**src/rtl/mem_scheduler_pkg.sv**
```systemverilog
// mem_scheduler_pkg: shared types and constants for the two-port memory scheduler.
//   mem_in_type / mem_out_type : request / response bus records
//   init_mem_in / init_mem_out : idle (reset) values of those records
//   sched_state_type           : scheduler FSM states (DRAIN only used with
//                                MEM_SCHEDULER_TIMEOUT_EN)
//   mem_sched_timeout          : TIMEOUT value applied at instantiation
package mem_scheduler_pkg;

   localparam int mem_sched_timeout = 1023;

   typedef enum logic [1:0] {
      IDLE  = 2'd0,
      BUSY  = 2'd1,
      DRAIN = 2'd2
   } sched_state_type;

   typedef struct packed {
      logic        mem_valid;
      logic        mem_instr;
      logic [31:0] mem_addr;
      logic [31:0] mem_wdata;
      logic [3:0]  mem_wstrb;
   } mem_in_type;

   typedef struct packed {
      logic        mem_ready;
      logic        mem_error;
      logic [31:0] mem_rdata;
   } mem_out_type;

   localparam mem_in_type  init_mem_in  = '0;
   localparam mem_out_type init_mem_out = '0;

endpackage

```
**src/rtl/mem_req_buffer.sv**
```systemverilog
// mem_req_buffer: one-entry pending request register for one scheduler port.
//   clock, reset : clock, async active-high reset
//   load         : capture req (only asserted while empty)
//   clear        : drop the entry once it has been issued downstream
//   req          : incoming port request
//   entry, full  : held request and its occupancy flag
module mem_req_buffer
   import mem_scheduler_pkg::*;
(
   input  logic       clock,
   input  logic       reset,
   input  logic       load,
   input  logic       clear,
   input  mem_in_type req,
   output mem_in_type entry,
   output logic       full
);

   // load only happens while empty and clear only while full, so the two
   // never collide
   always_ff @(posedge clock or posedge reset) begin
      if (reset) begin
         entry <= init_mem_in;
         full  <= 1'b0;
      end else if (load) begin
         entry <= req;
         full  <= 1'b1;
      end else if (clear) begin
         full  <= 1'b0;
      end
   end

endmodule

```
**src/rtl/mem_scheduler.sv**
```systemverilog
// mem_scheduler: shares one memory bus between the CPU instruction and data
// ports. Each port's single-cycle request is latched in a one-entry buffer,
// buffers are granted round-robin, one transaction is outstanding at a time
// and the downstream response is routed back to its owner combinationally.
//   clock, reset        : clock, async active-high reset
//   imem_in / imem_out  : instruction-port request / response
//   dmem_in / dmem_out  : data-port request / response
//   mem_in / mem_out    : shared downstream request (registered) / response
//   grant               : one-hot owner, bit0 = imem, bit1 = dmem, 0 when idle
//   busy                : transaction outstanding
// Optional: MEM_SCHEDULER_TIMEOUT_EN adds a wait counter that answers the
// owner with an error after TIMEOUT silent cycles, then drains the bus.
module mem_scheduler
   import mem_scheduler_pkg::*;
#(
   parameter int TIMEOUT    = mem_sched_timeout,
   parameter bit DATA_FIRST = 1'b1
) (
   input  logic        clock,
   input  logic        reset,
   input  mem_in_type  imem_in,
   output mem_out_type imem_out,
   input  mem_in_type  dmem_in,
   output mem_out_type dmem_out,
   output mem_in_type  mem_in,
   input  mem_out_type mem_out,
   output logic [1:0]  grant,
   output logic        busy
);

   sched_state_type state;
   logic            last_d;   // 1: dmem was issued last
   mem_in_type      i_entry, d_entry, next_req;
   logic            i_full, d_full;
   logic            any_full, pick_d, issue, tmo_hit, rsp_vld;
   mem_out_type     rsp;

   mem_req_buffer u_ibuf (
      .clock (clock),
      .reset (reset),
      .load  (imem_in.mem_valid && !i_full),
      .clear (issue && !pick_d),
      .req   (imem_in),
      .entry (i_entry),
      .full  (i_full)
   );

   mem_req_buffer u_dbuf (
      .clock (clock),
      .reset (reset),
      .load  (dmem_in.mem_valid && !d_full),
      .clear (issue && pick_d),
      .req   (dmem_in),
      .entry (d_entry),
      .full  (d_full)
   );

`ifdef MEM_SCHEDULER_TIMEOUT_EN
   localparam int CNT_W = $clog2(TIMEOUT + 1);
   localparam logic [CNT_W-1:0] TMO_MAX  = CNT_W'(TIMEOUT);
   localparam logic [CNT_W-1:0] TMO_LAST = CNT_W'(TIMEOUT - 1);
   logic [CNT_W-1:0] wait_cnt;

   // a real ready in the deadline cycle wins over the synthetic error
   assign tmo_hit = (state == BUSY) && !mem_out.mem_ready && (wait_cnt == TMO_MAX);
`else
   logic unused_timeout;
   assign unused_timeout = (TIMEOUT == 0);
   assign tmo_hit        = 1'b0;
`endif

   always_comb begin
      any_full = i_full || d_full;
      // with both waiting, the port that did not go last wins
      pick_d   = d_full && (!i_full || !last_d);
      next_req = pick_d ? d_entry : i_entry;
      next_req.mem_valid = 1'b1;
      // back-to-back issue happens on the response edge of the previous one
      issue    = any_full && ((state == IDLE) || ((state == BUSY) && mem_out.mem_ready));
   end

   always_comb begin
      imem_out = init_mem_out;
      dmem_out = init_mem_out;
      rsp      = mem_out;
      rsp_vld  = (state == BUSY) && mem_out.mem_ready;
      if (tmo_hit) begin
         rsp     = '{mem_ready: 1'b1, mem_error: 1'b1, mem_rdata: '0};
         rsp_vld = 1'b1;
      end
      if (rsp_vld && grant[0]) imem_out = rsp;
      if (rsp_vld && grant[1]) dmem_out = rsp;
   end

   always_ff @(posedge clock or posedge reset) begin
      if (reset) begin
         state    <= IDLE;
         mem_in   <= init_mem_in;
         grant    <= 2'b00;
         busy     <= 1'b0;
         last_d   <= !DATA_FIRST;
`ifdef MEM_SCHEDULER_TIMEOUT_EN
         wait_cnt <= '0;
`endif
      end else begin
         mem_in.mem_valid <= 1'b0;   // single-cycle strobe; other fields hold
         if (issue) begin
            mem_in   <= next_req;
            grant    <= pick_d ? 2'b10 : 2'b01;
            busy     <= 1'b1;
            last_d   <= pick_d;
            state    <= BUSY;
`ifdef MEM_SCHEDULER_TIMEOUT_EN
            wait_cnt <= '0;
`endif
         end else begin
            case (state)
               BUSY: begin
                  if (mem_out.mem_ready) begin
                     state <= IDLE;
                     grant <= 2'b00;
                     busy  <= 1'b0;
                  end
`ifdef MEM_SCHEDULER_TIMEOUT_EN
                  else if (tmo_hit) begin
                     // owner already answered; bus stays reserved while draining
                     state    <= DRAIN;
                     grant    <= 2'b00;
                     wait_cnt <= '0;
                  end else begin
                     wait_cnt <= wait_cnt + CNT_W'(1);
                  end
`endif
               end
`ifdef MEM_SCHEDULER_TIMEOUT_EN
               DRAIN: begin
                  if (mem_out.mem_ready || (wait_cnt == TMO_LAST)) begin
                     state <= IDLE;
                     busy  <= 1'b0;
                  end else begin
                     wait_cnt <= wait_cnt + CNT_W'(1);
                  end
               end
`endif
               default: ;
            endcase
         end
      end
   end

endmodule
```
**config.mk**
```make
export PLATFORM = sky130hd
export DESIGN_NAME = mem_scheduler
export DESIGN_NICKNAME = d
export VERILOG_FILES = /design/src/rtl/mem_scheduler_pkg.sv /design/src/rtl/mem_req_buffer.sv /design/src/rtl/mem_scheduler.sv
export SDC_FILE = /design/constraint.sdc
export NUM_CORES = 1
export LEC_CHECK = 0
export CORE_MARGIN = 1
export CORE_UTILIZATION = 35
export CTS_CLUSTER_DIAMETER = 30
export CTS_CLUSTER_SIZE = 24
export DETAILED_ROUTE_END_ITERATION = 7
export GPL_TIMING_DRIVEN = 1
export SETUP_SLACK_MARGIN = 0.02
export SLEW_MARGIN = 20
export SYNTH_ARGS = -nofsm -noshare
export SYNTH_HDL_FRONTEND = slang
export SYNTH_SLANG_ARGS = --single-unit
export TNS_END_PERCENT = 1
```
**constraint.sdc**
```tcl
create_clock -name clock -period 22.2 [get_ports clock]
set_input_delay 4.44 -clock clock [delete_from_list [all_inputs] [get_ports clock]]
set_output_delay 4.44 -clock clock [all_outputs]
set_load 0.02 [all_outputs]
```
==> flow_summary.ini, run 1 <==
[worst_setup_path]
cp.depth = 4
max_stage_delay_ns = 0.80
r2r_slack_ns = 19.68
start_kind = input pin
r2r_start = u_dbuf.full
criticalPathCategory = input pin to output port
crit_family = buffers and inverters
crit_end = dmem_out[4]
cp.required_ns = 17.76
crit_path_start = mem_out[33]
path_buf_inv = 2
cp_data_arrival_time_ns = 6.75
cp_common_cell = clkdlybuf4s50_1
crit_path_end_kind = output port
worstReg2RegEnd = mem_in[10]
crit_path_top_delay_cell = and3_1
crit_path_max_fanout = 34
reg2reg_depth = 4
crit_chain = clkdlybuf4s50_1 -> and3_1 -> and2_1 -> clkdlybuf4s50_1

[placed_design]
port-buffer-count = 316
place_inst = 1306
dpl.hpwl_mm = 17.80
gp_congestion = 0.7953

[power_and_ir_drop]
clkPwrFrac_pct = 32.0
internal_power_mw = 1.491
p_sw_share_pct = 32.49
p_per_area_nw_per_um2 = 155.9
peakVddDrop_mv = 0.07428
power.share.sequential_pct = 32.1
p_sw_uw = 717.7
p_leak_nw = 5.877
comb_power_share_pct = 35.9

[timing]
finalHoldViolCount = 0
worst_pin_slew_ns = 1.004
relSlewSlack_pct = 33.09
finalCritPeriodShare_pct = 50.38
drv_slew = 0
fmax_mhz = 89.40
skew_ns = 0.01583
fin_tns_setup_ns = 0
min_period_ns = 11.19
setup_viol = 0
rsz0062_at_grt = no

[routing]
drt_iter0_markers = 329
route.detailed.drc = 0
postRouteAntennaNets = 0
wl_per_cell_um = 19.90
via_per_inst = 5.016
routed_wl_mm = 27.76
drt_pass1_iterations = 4
num_vias = 6998

[synthesis]
ys_types = 24
yosys-top-cells-area = dfrtp_1, mux2_2, a221o_1
syn_nets = 889
yosys.area.top_type_share_pct = 58.70
yosys.cell_count.top_type = dfrtp_1
syn_avg_cell_area_um2 = 12.79
netlist_instances = 713
async_reset_ff_share_pct = 100.0
yosys_warnings = 0
ys_top_cells_by_count = dfrtp_1, mux2_2, nand2_1
synth_seq_area_share_pct = 58.70
synth_top_flop_cell = dfrtp_1
syn_area_um2 = 9122
ys_ff_latch = 214
synth_edf_count = 0
synth_area_leader_cell = dfrtp_1

[grt]
grt_pass1_vias = 7400
grt_overflow = 0
grt_max_degree = 146
antenna_found_initial = 4
grt_use_total_pct = 21.21
grt_pass1_wl_mm = 43.27

[clock_tree]
clkTransAtPathRegs_ns = 0.05
tritoncts = done
cts_setup_buffers = 0
clk_latency_ns = 0.52
cts_buffer_depth = 3
cts_root_buffer = clkbuf_16
hold_buffers = 0
htree_levels = 2
numCtsBuffers = 47
cts.sinks = 214
cts_resized = 0

[worst_hold_path]
min_path_type = flip-flop to flip-flop

[run]
max-cap-violations = 0

[outcome]
status = finished clean

[floorplanning]
die_h_um = 163.4
rows = 58
die-area_um2 = 26710
fp.dieW_um = 163.4
start_util_pct = 35.92
ios = 317
coreArea_um2 = 25400

[final_layout]
fin_cells = 1395
area_delta_synth_final_pct = 55.31
drive_above_1_share_pct = 22.15
finalNetCount = 1201
fill_cells = 2178
-- worst register-to-register path: cells and delay by family (launching register included) --
kind | cells | cell delay [ns]
simple gates | 2 | 0.92
buf+inv | 1 | 0.64
flops | 1 | 0.55
compound gates | 1 | 0.30
-- layer usage --
layer  wire, µm  part of all wire, %  global-route usage (%)  vias up
met5          8                0.029                       0        -
met1      11180                   40                   25.07     3466
met4        569                  2.1                   6.882        2
met3       2520                  9.1                   7.034       44
met2      13480                   49                   36.07      271
li1           -                    -                       -     3215
-- cell type report --
| class | instances | area, µm² | area share [%] |
|---|---|---|---|
| clock inverter | 22 | 287.8 | 2.031 |
| antenna | 4 | 10.01 | 0.07065 |
| timing repair buffer | 326 | 3278 | 23.14 |
| sequential | 214 | 5359 | 37.82 |
| clock buffer | 63 | 1349 | 9.520 |
| inverter | 3 | 23.77 | 0.1678 |
| tap | 330 | 412.9 | 2.914 |
| multi-input combinational | 433 | 3448 | 24.34 |
-- cells in the final DEF (no fill, tap or decap), types with 8 or more instances in the layout --
| cell type | Yosys | final |
|---|---|---|
| clkdlybuf4s50_1 | 0 | 316 |
| and2_1 | 66 | 66 |
| mux2_2 | 138 | 138 |
| buf_4 | 0 | 8 |
| dfrtp_1 | 214 | 213 |
| nor3_1 | 69 | 69 |
| clkbuf_16 | 0 | 49 |
| clkinv_2 | 0 | 11 |
| nand2_1 | 71 | 71 |
| a221o_1 | 69 | 69 |
-- logic make-up after synthesis --
group                  after synthesis  share of synthesized area [%]
multiplexers                       138                          17.03
AND/OR/NAND/NOR                    217                          11.91
buffers and inverters               66                          3.950
AO/OA/AOI/OAI                       78                          8.408
flip-flops                         214                          58.70
-- worst min-delay path by stage --
stage | startpoint | to | slack [ns] | depth (start not counted)
after floorplan | u_dbuf.entry[0] | mem_in[0] | 0.48 | 1
after global placement | u_dbuf.entry[20] | mem_in[20] | 0.48 | 1
after detailed placement | u_dbuf.entry[19] | mem_in[19] | 0.49 | 1
after CTS | u_dbuf.entry[47] | mem_in[47] | 0.50 | 1
after global routing | u_ibuf.entry[5] | u_ibuf.entry[5] | 0.51 | 1
final | u_dbuf.entry[39] | mem_in[39] | 0.49 | 1
-- power by group through the flow --
stage               clock network [mW]  logic, mW  registers, mW
floorplan                            0      0.444          0.755
global placement                     0      0.785          0.708
detailed placement                   0      0.806          0.713
CTS                              0.721      0.806          0.710
global route                     0.742      0.861          0.737
finish                           0.706      0.794          0.709
-- per-stage QoR --
| step | setup slack (ns) | util (%) | power (mW) | hold slack [ns] | area [µm²] |
|---|---|---|---|---|---|
| 4_1_cts | 11.00 | 55.72 | 2.237 | 0.4970 | 14150 |
| 2_1_floorplan | 11.91 | - | 1.199 | 0.4751 | 9123 |
| 5_1_grt | 10.87 | 55.76 | 2.340 | 0.5125 | 14160 |
| 3_3_place_gp | 11.03 | 49.06 | 1.493 | 0.4800 | 12460 |
| 3_5_place_dp | 11.01 | 49.28 | 1.520 | 0.4886 | 12520 |
| 6_report | 11.01 | 55.78 | 2.209 | 0.4907 | 14170 |
-- registers in the layout, indices dropped and copies added, names as in the netlist --
register and count:
busy 1, grant 2, last_d 1, mem_in 70
u_dbuf.entry 69, u_dbuf.full 1, u_ibuf.entry 69, u_ibuf.full 1
No activity file was read; power rests on OpenSTA's default activity.
==> inputs of run 2 (changes only) <==
--- a/config.mk
+++ b/config.mk
@@ -11,6 +11,7 @@
 export CTS_CLUSTER_SIZE = 24
 export DETAILED_ROUTE_END_ITERATION = 7
 export GPL_TIMING_DRIVEN = 1
+export PLACE_DENSITY = 0.67
 export SETUP_SLACK_MARGIN = 0.02
 export SLEW_MARGIN = 20
 export SYNTH_ARGS = -nofsm -noshare
==> constraint.sdc (replaced) <==
create_clock -name clock -period 9.26 [get_ports clock]
set_input_delay 1.852 -clock clock [delete_from_list [all_inputs] [get_ports clock]]
set_output_delay 1.852 -clock clock [all_outputs]
set_load 0.02 [all_outputs]
==> run 2 against run 1 <==
  * Sequential power rose by 140%
  * Die area unchanged
  * Worst hold slack worse by 0.011 ns
  * Global-route usage up 0.18 points
  * Total power grew 150%
  * Wire length up 1.7%
  * Design area rose by 0.96%
  * Highest routed layer is now met4
  * Setup slack worse by 7.7 ns
==> flow_summary.ini, run 2 (synthesis results as in run 1) <==
[outcome]
status = finished clean

[routing]
routed_wl_mm = 28.22
drt_pass1_iterations = 5
via_per_inst = 5.051
route.detailed.drc = 0
postRouteAntennaNets = 0
drt_iter0_markers = 332
wl_per_cell_um = 20.21
num_vias = 7051

[grt]
grt_overflow = 0
antenna_found_initial = 2
grt_use_total_pct = 21.39
grt_pass1_vias = 7543
grt_max_degree = 145
grt_pass1_wl_mm = 43.39

[final_layout]
postLayoutCoreUtil_pct = 56.32
drive_above_1_share_pct = 22.54
area_delta_synth_final_pct = 56.81
reg.largest.list = mem_in: 70 flops, u_dbuf.entry: 69 flops, u_ibuf.entry: 69 flops
fin_cells = 1396
fill_cells = 2148
final_cell_mix = clkdlybuf4s50_1, dfrtp_1, mux2_2
layout_commonest_cell = clkdlybuf4s50_1
finalNetCount = 1205
largest_reg_flops = 70
top_register = mem_in

[timing]
relSlewSlack_pct = 27.94
drv_slew = 0
worst_pin_slew_ns = 1.081
setup_viol = 0
finalCritPeriodShare_pct = 64.37
min_period_ns = 5.961
fin_tns_setup_ns = 0
rsz0062_at_grt = no
finalHoldViolCount = 0
fmax_mhz = 167.8
skew_ns = 0.02950

[floorplanning]
start_util_pct = 35.92
ios = 317
fp.dieW_um = 163.4
die_h_um = 163.4
coreArea_um2 = 25400
die-area_um2 = 26710
rows = 58

[placed_design]
dpl.hpwl_mm = 18.18
gp_congestion = 0.8510
place_inst = 1307
port-buffer-count = 316

[power_and_ir_drop]
p_per_area_nw_per_um2 = 379.2
p_leak_nw = 5.940
peakVddDrop_mv = 0.2287
p_total_mw = 5.425

[worst_setup_path]
criticalPathCategory = input pin to output port
crit_path_end_kind = output port
cp_common_cell = clkdlybuf4s50_1
crit_chain = clkdlybuf4s50_1 -> and3_1 -> and2_1 -> clkdlybuf4s50_1
cp.required_ns = 7.41
crit_path_max_fanout = 34
crit_family = buffers and inverters
cp_data_arrival_time_ns = 4.11
crit_path_top_delay_cell = and3_1
max_stage_delay_ns = 0.80
start_kind = input pin
path_buf_inv = 2

[clock_tree]
clkTransAtPathRegs_ns = 0.05
tritoncts = done
cts_resized = 0
clk_latency_ns = 0.54
htree_levels = 2
hold_buffers = 0
numCtsBuffers = 49
cts.sinks = 214
cts_root_buffer = clkbuf_16
cts_setup_buffers = 0
cts_buffer_depth = 3

[worst_hold_path]
min_path_type = flip-flop to flip-flop

[run]
max-cap-violations = 0
==> run 2: cell count changes in the layout (fill, tap and decap cells not counted), sizes merged <==
cell,delta
buf,+2
bufinv,+1
clkbuf,+6
clkinv,-10
diode,-3
inv,+5
==> run 2: power by group <==
part           internal (mW)  total, mW  leakage, nW  switching, mW
Sequential              1.42       1.70         2.55          0.286
Combinational          0.972       1.90         2.53          0.932
Clock                   1.28       1.82        0.862          0.535
==> run 2: stage by stage <==
| step | setup slack, ns | area (µm²) | hold slack, ns |
|---|---|---|---|
| after floorplan | 1.557 | 9123 | 0.4751 |
| after global placement | 3.357 | 12480 | 0.4790 |
| after detailed placement | 3.319 | 12500 | 0.4895 |
| after CTS | 3.319 | 14270 | 0.4844 |
| after global routing | 3.193 | 14310 | 0.4930 |
| final | 3.299 | 14310 | 0.4795 |
==> run 2: path summary, 6_finish.rpt <==
check | start | to | slack [ns] | cells past startpoint
min | u_dbuf.entry[37] | mem_in[37] | 0.48 | 1
min reg2reg | u_dbuf.entry[37] | mem_in[37] | 0.48 | 1
max in group asynchronous | reset | u_ibuf.full | 5.74 | 4
min in group asynchronous | reset | u_ibuf.entry[59] | 1.71 | 2
max | mem_out[33] | dmem_out[3] | 3.30 | 4
max reg2reg | busy | mem_in[50] | 6.61 | 5
==> run 2: area by class of cell <==
| class | count | area (µm²) | share of cell area, % |
|---|---|---|---|
| sequential | 214 | 5359 | 37.46 |
| multi-input combinational | 433 | 3448 | 24.11 |
| timing repair buffer | 328 | 3293 | 23.02 |
| clock buffer | 69 | 1453 | 10.15 |
| tap | 330 | 412.9 | 2.886 |
| clock inverter | 18 | 317.8 | 2.222 |
| inverter | 3 | 18.77 | 0.1312 |
| antenna | 1 | 2.502 | 0.01749 |
==> run 2: per-layer routing <==
layer	global-route usage [%]	share of wire, %	up-vias
li1	-	-	3207
met1	24.52	39	3500
met2	37.62	50	290
met3	6.018	8.0	54
met4	8.029	2.6	0
met5	0	0	-
